<file path="src/rtl/muldiv_sequencer.sv">
`default_nettype none
// ============================================================================
// Module   : muldiv_sequencer
// Purpose  : RV32M iterative multiply (shift-add) / divide (restoring) unit
// Revision : 1.0 - initial release
// ============================================================================
module muldiv_sequencer #(
  parameter int XLEN = 32
) (
  input  logic            i_clk,
  input  logic            i_rstn,
  input  logic            i_start,
  input  logic            i_flush,
  input  logic [2:0]      i_funct3,
  input  logic [XLEN-1:0] i_rs1,
  input  logic [XLEN-1:0] i_rs2,
  output logic            o_stall,
  output logic            o_valid,
  output logic [XLEN-1:0] o_result,
  output logic            o_busy
);

  localparam int              c_CNT_W   = $clog2(XLEN);
  localparam logic [XLEN-1:0] c_MIN_INT = {1'b1, {(XLEN-1){1'b0}}};

  typedef enum logic [1:0] {
    S_IDLE = 2'd0,
    S_BUSY = 2'd1,
    S_DONE = 2'd2
  } state_t;

  state_t              r_state;
  logic                r_valid;
  logic                r_busy;
  logic [XLEN-1:0]     r_result;
  logic [c_CNT_W-1:0]  r_count;
  logic [2:0]          r_funct3;
  logic                r_negQ;
  logic                r_negR;
  logic [XLEN-1:0]     r_op;
  logic [2*XLEN-1:0]   r_acc;
  logic [XLEN-1:0]     r_rem;
  logic [XLEN-1:0]     r_quo;

  // Operand decode at accept time
  logic                w_signedA;
  logic                w_signedB;
  logic                w_signA;
  logic                w_signB;
  logic [XLEN-1:0]     w_magA;
  logic [XLEN-1:0]     w_magB;
  logic                w_divZero;
  logic                w_overflow;
  logic                w_fast;
  logic [XLEN-1:0]     w_fastResult;
  logic                w_accept;

  assign w_signedA    = (i_funct3 == 3'd1) | (i_funct3 == 3'd2) |
                        (i_funct3 == 3'd4) | (i_funct3 == 3'd6);
  assign w_signedB    = (i_funct3 == 3'd1) | (i_funct3 == 3'd4) | (i_funct3 == 3'd6);
  assign w_signA      = w_signedA & i_rs1[XLEN-1];
  assign w_signB      = w_signedB & i_rs2[XLEN-1];
  assign w_magA       = w_signA ? (~i_rs1 + 1'b1) : i_rs1;
  assign w_magB       = w_signB ? (~i_rs2 + 1'b1) : i_rs2;
  assign w_divZero    = i_funct3[2] & (i_rs2 == '0);
  assign w_overflow   = ((i_funct3 == 3'd4) | (i_funct3 == 3'd6)) &
                        (i_rs1 == c_MIN_INT) & (i_rs2 == '1);
  assign w_fast       = w_divZero | w_overflow;
  assign w_fastResult = w_divZero ? (i_funct3[1] ? i_rs1 : '1)
                                  : (i_funct3[1] ? '0 : c_MIN_INT);
  assign w_accept     = (r_state == S_IDLE) & i_start & ~i_flush;

  // Multiply step: acc = {hi, multiplier}; add multiplicand to hi on lsb, shift right
  logic [XLEN:0]       w_mulSum;
  logic [2*XLEN-1:0]   w_accNext;
  logic [2*XLEN-1:0]   w_prod;
  logic [XLEN-1:0]     w_mulRes;

  assign w_mulSum  = {1'b0, r_acc[2*XLEN-1:XLEN]} + (r_acc[0] ? {1'b0, r_op} : '0);
  assign w_accNext = {w_mulSum, r_acc[XLEN-1:1]};
  assign w_prod    = r_negQ ? (~w_accNext + 1'b1) : w_accNext;
  assign w_mulRes  = (r_funct3[1:0] == 2'd0) ? w_prod[XLEN-1:0] : w_prod[2*XLEN-1:XLEN];

  // Restoring divide step on the (XLEN+1)-bit shifted partial remainder
  logic [XLEN:0]       w_shifted;
  logic                w_ge;
  logic [XLEN-1:0]     w_sub;
  logic [XLEN-1:0]     w_remNext;
  logic [XLEN-1:0]     w_quoNext;
  logic [XLEN-1:0]     w_divRes;

  assign w_shifted = {r_rem, r_quo[XLEN-1]};
  assign w_ge      = w_shifted >= {1'b0, r_op};
  assign w_sub     = w_shifted[XLEN-1:0] - r_op;
  assign w_remNext = w_ge ? w_sub : w_shifted[XLEN-1:0];
  assign w_quoNext = {r_quo[XLEN-2:0], w_ge};
  assign w_divRes  = r_funct3[1] ? (r_negR ? (~w_remNext + 1'b1) : w_remNext)
                                 : (r_negQ ? (~w_quoNext + 1'b1) : w_quoNext);

  always_ff @(posedge i_clk or negedge i_rstn) begin
    if (!i_rstn) begin
      r_state  <= S_IDLE;
      r_valid  <= 1'b0;
      r_busy   <= 1'b0;
      r_result <= '0;
      r_count  <= '0;
      r_funct3 <= '0;
      r_negQ   <= 1'b0;
      r_negR   <= 1'b0;
      r_op     <= '0;
      r_acc    <= '0;
      r_rem    <= '0;
      r_quo    <= '0;
    end else if (i_flush) begin
      r_state <= S_IDLE;
      r_valid <= 1'b0;
      r_busy  <= 1'b0;
    end else begin
      case (r_state)
        S_IDLE: begin
          r_valid <= 1'b0;
          if (i_start) begin
            r_funct3 <= i_funct3;
            r_negQ   <= w_signA ^ w_signB;
            r_negR   <= w_signA;
            r_count  <= c_CNT_W'(XLEN - 1);
            r_op     <= i_funct3[2] ? w_magB : w_magA;
            r_acc    <= {{XLEN{1'b0}}, w_magB};
            r_rem    <= '0;
            r_quo    <= w_magA;
            if (w_fast) begin
              r_result <= w_fastResult;
              r_valid  <= 1'b1;
              r_state  <= S_DONE;
            end else begin
              r_busy  <= 1'b1;
              r_state <= S_BUSY;
            end
          end
        end
        S_BUSY: begin
          if (r_funct3[2]) begin
            r_rem <= w_remNext;
            r_quo <= w_quoNext;
          end else begin
            r_acc <= w_accNext;
          end
          if (r_count == '0) begin
            r_result <= r_funct3[2] ? w_divRes : w_mulRes;
            r_valid  <= 1'b1;
            r_busy   <= 1'b0;
            r_state  <= S_DONE;
          end else begin
            r_count <= r_count - 1'b1;
          end
        end
        S_DONE: begin
          r_valid <= 1'b0;
          r_state <= S_IDLE;
        end
        default: begin
          r_valid <= 1'b0;
          r_busy  <= 1'b0;
          r_state <= S_IDLE;
        end
      endcase
    end
  end

  assign o_stall  = w_accept | (r_state == S_BUSY);
  assign o_valid  = r_valid;
  assign o_result = r_result;
  assign o_busy   = r_busy;

endmodule
`default_nettype wire

</file>
<file path="config.mk">
export PLATFORM = sky130hd
export DESIGN_NAME = muldiv_sequencer
export DESIGN_NICKNAME = d
export VERILOG_FILES = /design/src/rtl/muldiv_sequencer.sv
export SDC_FILE = /design/constraint.sdc
export NUM_CORES = 1
export LEC_CHECK = 0
export CAP_MARGIN = 0
export CORE_MARGIN = 2
export CORE_UTILIZATION = 41
export DETAILED_ROUTE_END_ITERATION = 10
export PLACE_DENSITY_LB_ADDON = 0.15
export SETUP_SLACK_MARGIN = 0.02
export SLEW_MARGIN = 20
export SYNTH_ARGS = -nofsm -noshare
export SYNTH_HDL_FRONTEND = slang
export SYNTH_SLANG_ARGS = --single-unit
</file>
<file path="constraint.sdc">
create_clock -name i_clk -period 6.3 [get_ports i_clk]
set_input_delay 1.575 -clock i_clk [delete_from_list [all_inputs] [get_ports i_clk]]
set_output_delay 1.575 -clock i_clk [all_outputs]
set_load 0.03 [all_outputs]
</file>
==> metrics.yaml, run 1 <==
grt:
  grt_max_degree: 115
  track_usage_pct: 30.3
  first_global_vias: 17411
  grt_pass1_wl_mm: 109
  antenna_found_initial: 0
  gr-total-overflow: 0
synth:
  synth_cells: 2437
  synth_common_cells: "307 x nand2_1, 295 x o21ai_0, 214 x nor2_1, 208 x a21oi_1, 206 x dfrtp_1"
  synth_seq_cells: 206
  synth_top_family_by_area: "compound AO/OA/AOI/OAI gates"
  synth_mux_area_share_pct: 3.49
  synth_top_cell_area_share_pct: 27.7
  synth_nets: 2582
  ys.flop_type: "dfrtp_1"
  yosys.area_share.adder_pct: 5.06
  synth_cell_types: 95
  yosysTopAreaCell: "dfrtp_1"
  synthArstFlopShare_pct: 100
  synth_warnings: 0
  synth-compound-area-share_pct: 26.7
  synth_edf_count: 0
  syn_area_per_cell_um2: 7.63
  yosysMostFrequentCell: "nand2_1"
  synth-simple-area-share_pct: 22.0
  synth_area_leaders: "dfrtp_1 28%, o21ai_0 7.9%, nand2_1 6.2%"
  syn-cell-area_um2: 18600
  synth-xor-area-share_pct: 10.3
  yosysSeqAreaShare_pct: 27.7
cells_and_area:
  fill_cells: 4489
  insertedDiodeCount: 0
  drive_gt1_share_pct: 5.60
  area_delta_synth_final_pct: 13.2
  multi_input_area_um2: 12600
  nets: 2607
  fin_area_um2: 21100
  regArea_um2: 5160
cts:
  cts_sinks: 206
  cts_tree: "done"
  cts_max_level: 1
  post_cts_resized: 0
  clkTransAtPathRegs_ns: 0.06
  post_cts_buffers: 0
  insertion_delay_ns: 0.56
  cts_buffers: 26
  root_buffer: "clkbuf_16"
  hold_buffers: 0
  cts_buffer_depth: 3
critical_path:
  cpLargestDelayFamily: "compound AO/OA/AOI/OAI gates"
  crit_arrival_ns: 6.10
  path_class: "flop to flop"
  path_buf_inv: 2
  ff2ff_path_depth: 20
  crit_start: "r_op[1]"
  rr_startpoint: "r_op[1]"
  ff2ff_setup_slack_ns: 0.64
  max_stage_delay_ns: 0.66
  critical_path_required_ns: 6.74
  worstPathCellList: "inv_1 > ha_1 > nor2b_1 > o2111ai_1 > a211oi_1 > a211o_1 > a21o_2 > inv_2 > mux2i_1 > ha_1 > nand2b_1 > or3_1 > or3_1 > or4_1 > o31a_1 > nand4b_1 > o21ai_0 > xor2_1 > nor2_1 > o32a_1"
  start_kind: "flop"
  worstPathMaxFanout: 6
  reg2reg_to: "o_result[28]"
  cpMaxStageDelayCell: "a211oi_1"
  endpoint_kind: "flop"
sta:
  worstMarginPinSlew_ns: 0.980
  hold_viol: 0
  period_share_pct: 89.9
  grt_setup_unrepaired: "no"
  max_clock_freq_mhz: 177
  finalSetupViolCount: 0
  final.setup.worst_slack_ns: 0.638
  slew_headroom_pct: 34.6
  finalSetupTns_ns: 0
  slew_viol_final: 0
  min_period_ns: 5.66
  skew_ns: 0.0134
pwr:
  leakage_nw: 8.72
  power_w: 0.00678
  powerDensity_nw_per_um2: 322
  ir_worst_vdd_mv: 0.212
routing:
  post_drt_via_cell_ratio: 6.07
  wl_mm: 72.7
  via_count: 18702
  antenna_left: 0
  avgRoutedWirePerCell_um: 23.6
  dr.pass1.iters: 5
  route.detailed.drc: 0
  drtIter0Drc: 2098
min_path:
  hold_depth: 2
  hold_path_end: "o_result[6]"
  min_path_type: "flop to flop"
  worstHoldStart: "o_result[6]"
placement:
  pre_cts_slack_ns: 0.650
  dp_hpwl_mm: 56.8
  io_buffers: 105
  place_area_um2: 20100
  place_congestion: 0.977
floorplan:
  rows: 78
  die_y_um: 217
  die_w_um: 217
  core_area_um2: 45100
  io-pin-count: 106
  die_area_um2: 47100
  start_util_pct: 41.3
flow_run:
  cap_violations: 0
status:
  status: "completed"
-- registers in the layout, indices dropped and copies added, names as in the netlist --
name      count
r_rem        32
r_acc        64
r_negQ        1
r_state       2
r_negR        1
r_count       5
r_op         32
r_quo        32
o_busy        1
o_result     32
o_valid       1
r_funct3      3
-- worst register-to-register path, stage by stage, from the launching register on --
cell       delay (ns)
dfrtp_1          0.38
inv_1            0.09
ha_1             0.29
nor2b_1          0.29
o2111ai_1        0.32
a211oi_1         0.66
a211o_1          0.26
a21o_2           0.20
inv_2            0.06
mux2i_1          0.24
ha_1             0.25
nand2b_1         0.11
or3_1            0.33
or3_1            0.34
or4_1            0.41
o31a_1           0.18
nand4b_1         0.26
o21ai_0          0.25
xor2_1           0.21
nor2_1           0.06
o32a_1           0.36
-- worst max path at each step --
stage / to / slack (ns) / cells after the start
2_1_floorplan: o_result[28] / 0.19 / 26
3_3_place_gp: o_result[15] / 0.77 / 15
3_5_place_dp: o_result[15] / 0.65 / 15
4_1_cts: o_result[28] / 0.74 / 20
5_1_grt: o_result[28] / 0.32 / 20
6_report: o_result[28] / 0.64 / 20
-- power by group --
part / total, W / internal [W] / switching [W]
Combinational: 0.00304 / 0.00112 / 0.00193
Sequential: 0.00205 / 0.00162 / 0.000431
Clock: 0.00169 / 0.00105 / 0.000635
-- cells in the final DEF, fill, tap and decap left out, types with 7 or more instances in the layout --
| cell | instances |
|---|---|
| or4_1 | 15 |
| a41oi_1 | 12 |
| nor2_1 | 212 |
| mux2_2 | 7 |
| dfrtp_1 | 205 |
| or2_2 | 13 |
| o21ai_0 | 295 |
| and2_1 | 48 |
| nor3_1 | 49 |
| ha_1 | 72 |
| a21oi_1 | 208 |
| and3_1 | 20 |
| nand2_1 | 305 |
| nand3_1 | 31 |
| o31ai_1 | 36 |
| clkdlybuf4s50_1 | 103 |
| a22o_1 | 34 |
| clkbuf_16 | 27 |
| a21o_1 | 19 |
| a21boi_0 | 7 |
| mux2i_1 | 57 |
| or3_1 | 36 |
| buf_4 | 36 |
| xor2_1 | 89 |
| nand2b_1 | 21 |
| o2111ai_1 | 7 |
| o211ai_1 | 35 |
| a211oi_1 | 21 |
| xnor2_1 | 130 |
| a211o_1 | 7 |
| nor4_1 | 21 |
| nor4b_1 | 7 |
| a31oi_1 | 20 |
| o21a_1 | 8 |
| o21bai_1 | 9 |
| nand4_1 | 29 |
| inv_1 | 65 |
| o41ai_1 | 18 |
-- area by class of cell --
class | instances | area share, %
multi-input cells | 2018 | 59.9
flip-flops and latches | 206 | 24.5
repair buffers | 142 | 6.37
clock buffers | 37 | 3.67
well taps | 600 | 3.57
inverters | 68 | 1.21
clock inverters | 9 | 0.808
-- layer usage --
| layer | wire length, um | vias up | GRT usage [%] | part of all wire (%) |
|---|---|---|---|---|
| met1 | 32300 | 8907 | 43.3 | 44 |
| li1 | - | 8853 | - | - |
| met3 | 5450 | 134 | 3.83 | 7.5 |
| met2 | 31100 | 808 | 45.2 | 43 |
| met4 | 3850 | 0 | 14.4 | 5.3 |
| met5 | 0 | - | 0 | 0 |
-- per-stage QoR --
stage,util (%),instances,hold slack [ns]
global route,46.7,3080,0.507
CTS,46.7,3080,0.491
finish,46.7,3080,0.483
detailed placement,44.6,3034,0.478
floorplan,-,2437,0.456
global placement,44.6,3034,0.466
-- cell families after synthesis --
| family | count (synthesis) |
|---|---|
| and+or+nand+nor | 856 |
| AOI/OAI and AO/OA | 805 |
| adders and majority gates | 74 |
| DFF | 206 |
| buffers and inverters | 213 |
| muxes | 64 |
| xor gates and xnor gates | 219 |
(Power assumes the default switching activity.)
==> run 2, diff against run 1 <==
--- a/config.mk
+++ b/config.mk
@@ -6,6 +6,7 @@
 export NUM_CORES = 1
 export LEC_CHECK = 0
 export CAP_MARGIN = 0
+export CORE_ASPECT_RATIO = 1.4
 export CORE_MARGIN = 2
 export CORE_UTILIZATION = 41
 export DETAILED_ROUTE_END_ITERATION = 10
==> run 2 against run 1 <==
Largest power group unchanged. First-iteration DRC count decreased by 25%. Highest routed layer is now met5. Worst hold slack hardly changed. Critical path depth is 1 lower. Clock skew hardly changed. Global-route usage grew 1.5 points. Non-clock buffer count is 6 higher. Cell count decreased by 1.0%. Register-to-register slack worse by 0.06 ns. Fmax shrank 1.1%.
==> metrics.yaml, run 2 (synthesized netlist as in run 1, its figures left out) <==
status:
  status: "completed"  # unchanged
routing:
  wl_mm: 75.9  # was 72.7 mm
  avgRoutedWirePerCell_um: 24.9  # was 23.6 um
  route.detailed.drc: 0  # unchanged
  antenna_left: 0  # unchanged
  dr.pass1.iters: 7  # was 5
  drtIter0Drc: 1581  # was 2,098
  post_drt_via_cell_ratio: 6.19  # was 6.07
  via_count: 18869  # was 18,702
placement:
  place_congestion: 0.982  # was 0.977
  io_buffers: 105  # unchanged
  dp_hpwl_mm: 59.5  # was 56.8 mm
  place_area_um2: 20100  # about the same
sta:
  period_share_pct: 90.8  # was 89.9%
  slew_headroom_pct: 32.4  # was 34.6%
  worstMarginPinSlew_ns: 1.01  # was 0.980 ns
  whs_ns: 0.483  # about the same
  max_clock_freq_mhz: 175  # was 177 MHz
  grt_setup_unrepaired: "no"  # unchanged
  skew_ns: 0.0130  # was 0.0134 ns
  slew_viol_final: 0  # unchanged
  finalSetupTns_ns: 0  # unchanged
  finalSetupViolCount: 0  # unchanged
  hold_viol: 0  # unchanged
  min_period_ns: 5.72  # was 5.66 ns
floorplan:
  start_util_pct: 41.4  # was 41.3%
  die_y_um: 256  # was 217 um
  io-pin-count: 106  # unchanged
  die_area_um2: 47100  # about the same
  rows: 92  # was 78
  die_w_um: 184  # was 217 um
  core_area_um2: 44900  # was 45,100 um^2
pwr:
  leakage_nw: 8.71  # was 8.72 nW
  powerDensity_nw_per_um2: 318  # was 322 nW/um^2
  ir_worst_vdd_mv: 0.227  # was 0.212 mV
cells_and_area:
  area_delta_synth_final_pct: 12.8  # was 13.2%
  nets: 2612  # was 2,607
  largest_register_ffs: 64  # unchanged
  layout_common_cells: "305 x nand2_1, 295 x o21ai_0, 212 x nor2_1"  # unchanged
  top_register: "r_acc"  # unchanged
  fin_area_um2: 21000  # was 21,100 um^2
  drive_gt1_share_pct: 5.84  # was 5.60%
  final_common_cell: "nand2_1"  # unchanged
  post-route-util_pct: 46.7  # about the same
critical_path:
  start_kind: "flop"  # unchanged
  max_stage_delay_ns: 0.67  # was 0.66 ns
  crit_arrival_ns: 6.15  # was 6.10 ns
  cpMaxStageDelayCell: "a211oi_1"  # unchanged
  ff2ff_path_depth: 19  # was 20
  path_buf_inv: 1  # was 2
  critical_path_required_ns: 6.73  # was 6.74 ns
  worstPathMaxFanout: 6  # unchanged
  path_class: "flop to flop"  # unchanged
  cpLargestDelayFamily: "compound AO/OA/AOI/OAI gates"  # unchanged
  worstPathCellList: "ha_1 > nor2b_1 > o2111ai_1 > a211oi_1 > a211o_1 > a21o_2 > inv_2 > mux2i_1 > ha_1 > nand2b_1 > or3_1 > or3_1 > or4_1 > o31a_1 > nand4b_1 > o21ai_0 > xor2_1 > nor2_1 > o32a_1"  # was inv_1 > ha_1 > nor2b_1 > o2111ai_1 > a211oi_1 > a211o_1 > a21o_2 > inv_2 > mux2i_1 > ha_1 > nand2b_1 > or3_1 > or3_1 > or4_1 > o31a_1 > nand4b_1 > o21ai_0 > xor2_1 > nor2_1 > o32a_1
  path_depth: 19  # was 20
  endpoint_kind: "flop"  # unchanged
cts:
  cts_tree: "done"  # unchanged
  cts_buffer_depth: 3  # unchanged
  clkTransAtPathRegs_ns: 0.06  # about the same
  cts_buffers: 25  # was 26
  post_cts_buffers: 0  # unchanged
  hold_buffers: 0  # unchanged
  cts_sinks: 206  # unchanged
  root_buffer: "clkbuf_16"  # unchanged
  post_cts_resized: 0  # unchanged
  insertion_delay_ns: 0.55  # was 0.56 ns
  cts_max_level: 1  # unchanged
grt:
  first_global_vias: 17822  # was 17,411
  gr-total-overflow: 0  # unchanged
  track_usage_pct: 31.7  # was 30.3%
  grt_max_degree: 97  # was 115
  antenna_found_initial: 2  # was 0
  grt_pass1_wl_mm: 112  # was 109 mm
min_path:
  min_path_type: "flop to flop"  # unchanged
  hold_depth: 2  # unchanged
flow_run:
  cap_violations: 0  # unchanged
==> run 2: cell count changes in the layout (fill, tap and decap cells not counted), sizes merged <==
cell,delta
clkbuf,-4
clkinvlp,+1
bufinv,-1
clkinv,+1
diode,+1
buf,+6
inv,+1
==> run 2: where the power goes <==
part	switching [W]	internal (W)	total (W)
registers	0.000414	0.00162	0.00204
clock network	0.000646	0.000949	0.00159
logic	0.00193	0.00111	0.00305
total	0.00299	0.00368	0.00668
==> run 2: final timing paths <==
check / slack [ns] / from / to
min in group asynchronous: 1.00 / i_rstn / r_acc[9]
worst max-delay path: 0.58 / r_rem[0] / o_result[28]
worst min register to register: 0.48 / o_result[3] / o_result[3]
worst max register to register: 0.58 / r_rem[0] / o_result[28]
worst min-delay path: 0.48 / o_result[3] / o_result[3]
max in group asynchronous: 4.00 / i_rstn / r_op[21]
==> run 2: per-stage QoR <==
| stage | setup WS, ns | power, W | std cells |
|---|---|---|---|
| CTS | 0.647 | 0.00664 | 3048 |
| global route | 0.0882 | 0.00702 | 3048 |
| finish | 0.578 | 0.00668 | 3049 |
| detailed placement | 0.693 | 0.00504 | 3004 |
| global placement | 0.759 | 0.00501 | 3004 |
| floorplan | 0.192 | 0.00390 | 2437 |
==> run 2: worst register-to-register path: cells and delay by family (launching register included) <==
family	cells	cell delay (ns)
adders and majority gates	2	0.60
buffers and inverters	1	0.06
muxes	1	0.25
xor gates and xnor gates	1	0.17
AOI/OAI and AO/OA	7	2.22
and+or+nand+nor	7	1.86
DFF	1	0.44
==> run 2: layer usage <==
metal	global-route usage (%)	vias up	part of all wire, %
met2	51.0	761	46
met3	3.41	149	5.6
li1	-	8881	-
met4	22.0	2	8.4
met5	0	-	0.017
met1	39.8	9076	40
==> run 2: final cells by class <==
| type | count | area, um^2 |
|---|---|---|
| clock buffer | 33 | 706 |
| sequential | 206 | 5160 |
| multi-input combinational | 2018 | 12600 |
| clock inverter | 11 | 165 |
| antenna | 1 | 2.50 |
| timing repair buffer | 148 | 1370 |
| inverter | 68 | 255 |
| tap | 564 | 706 |
| fill | 4567 | 23900 |
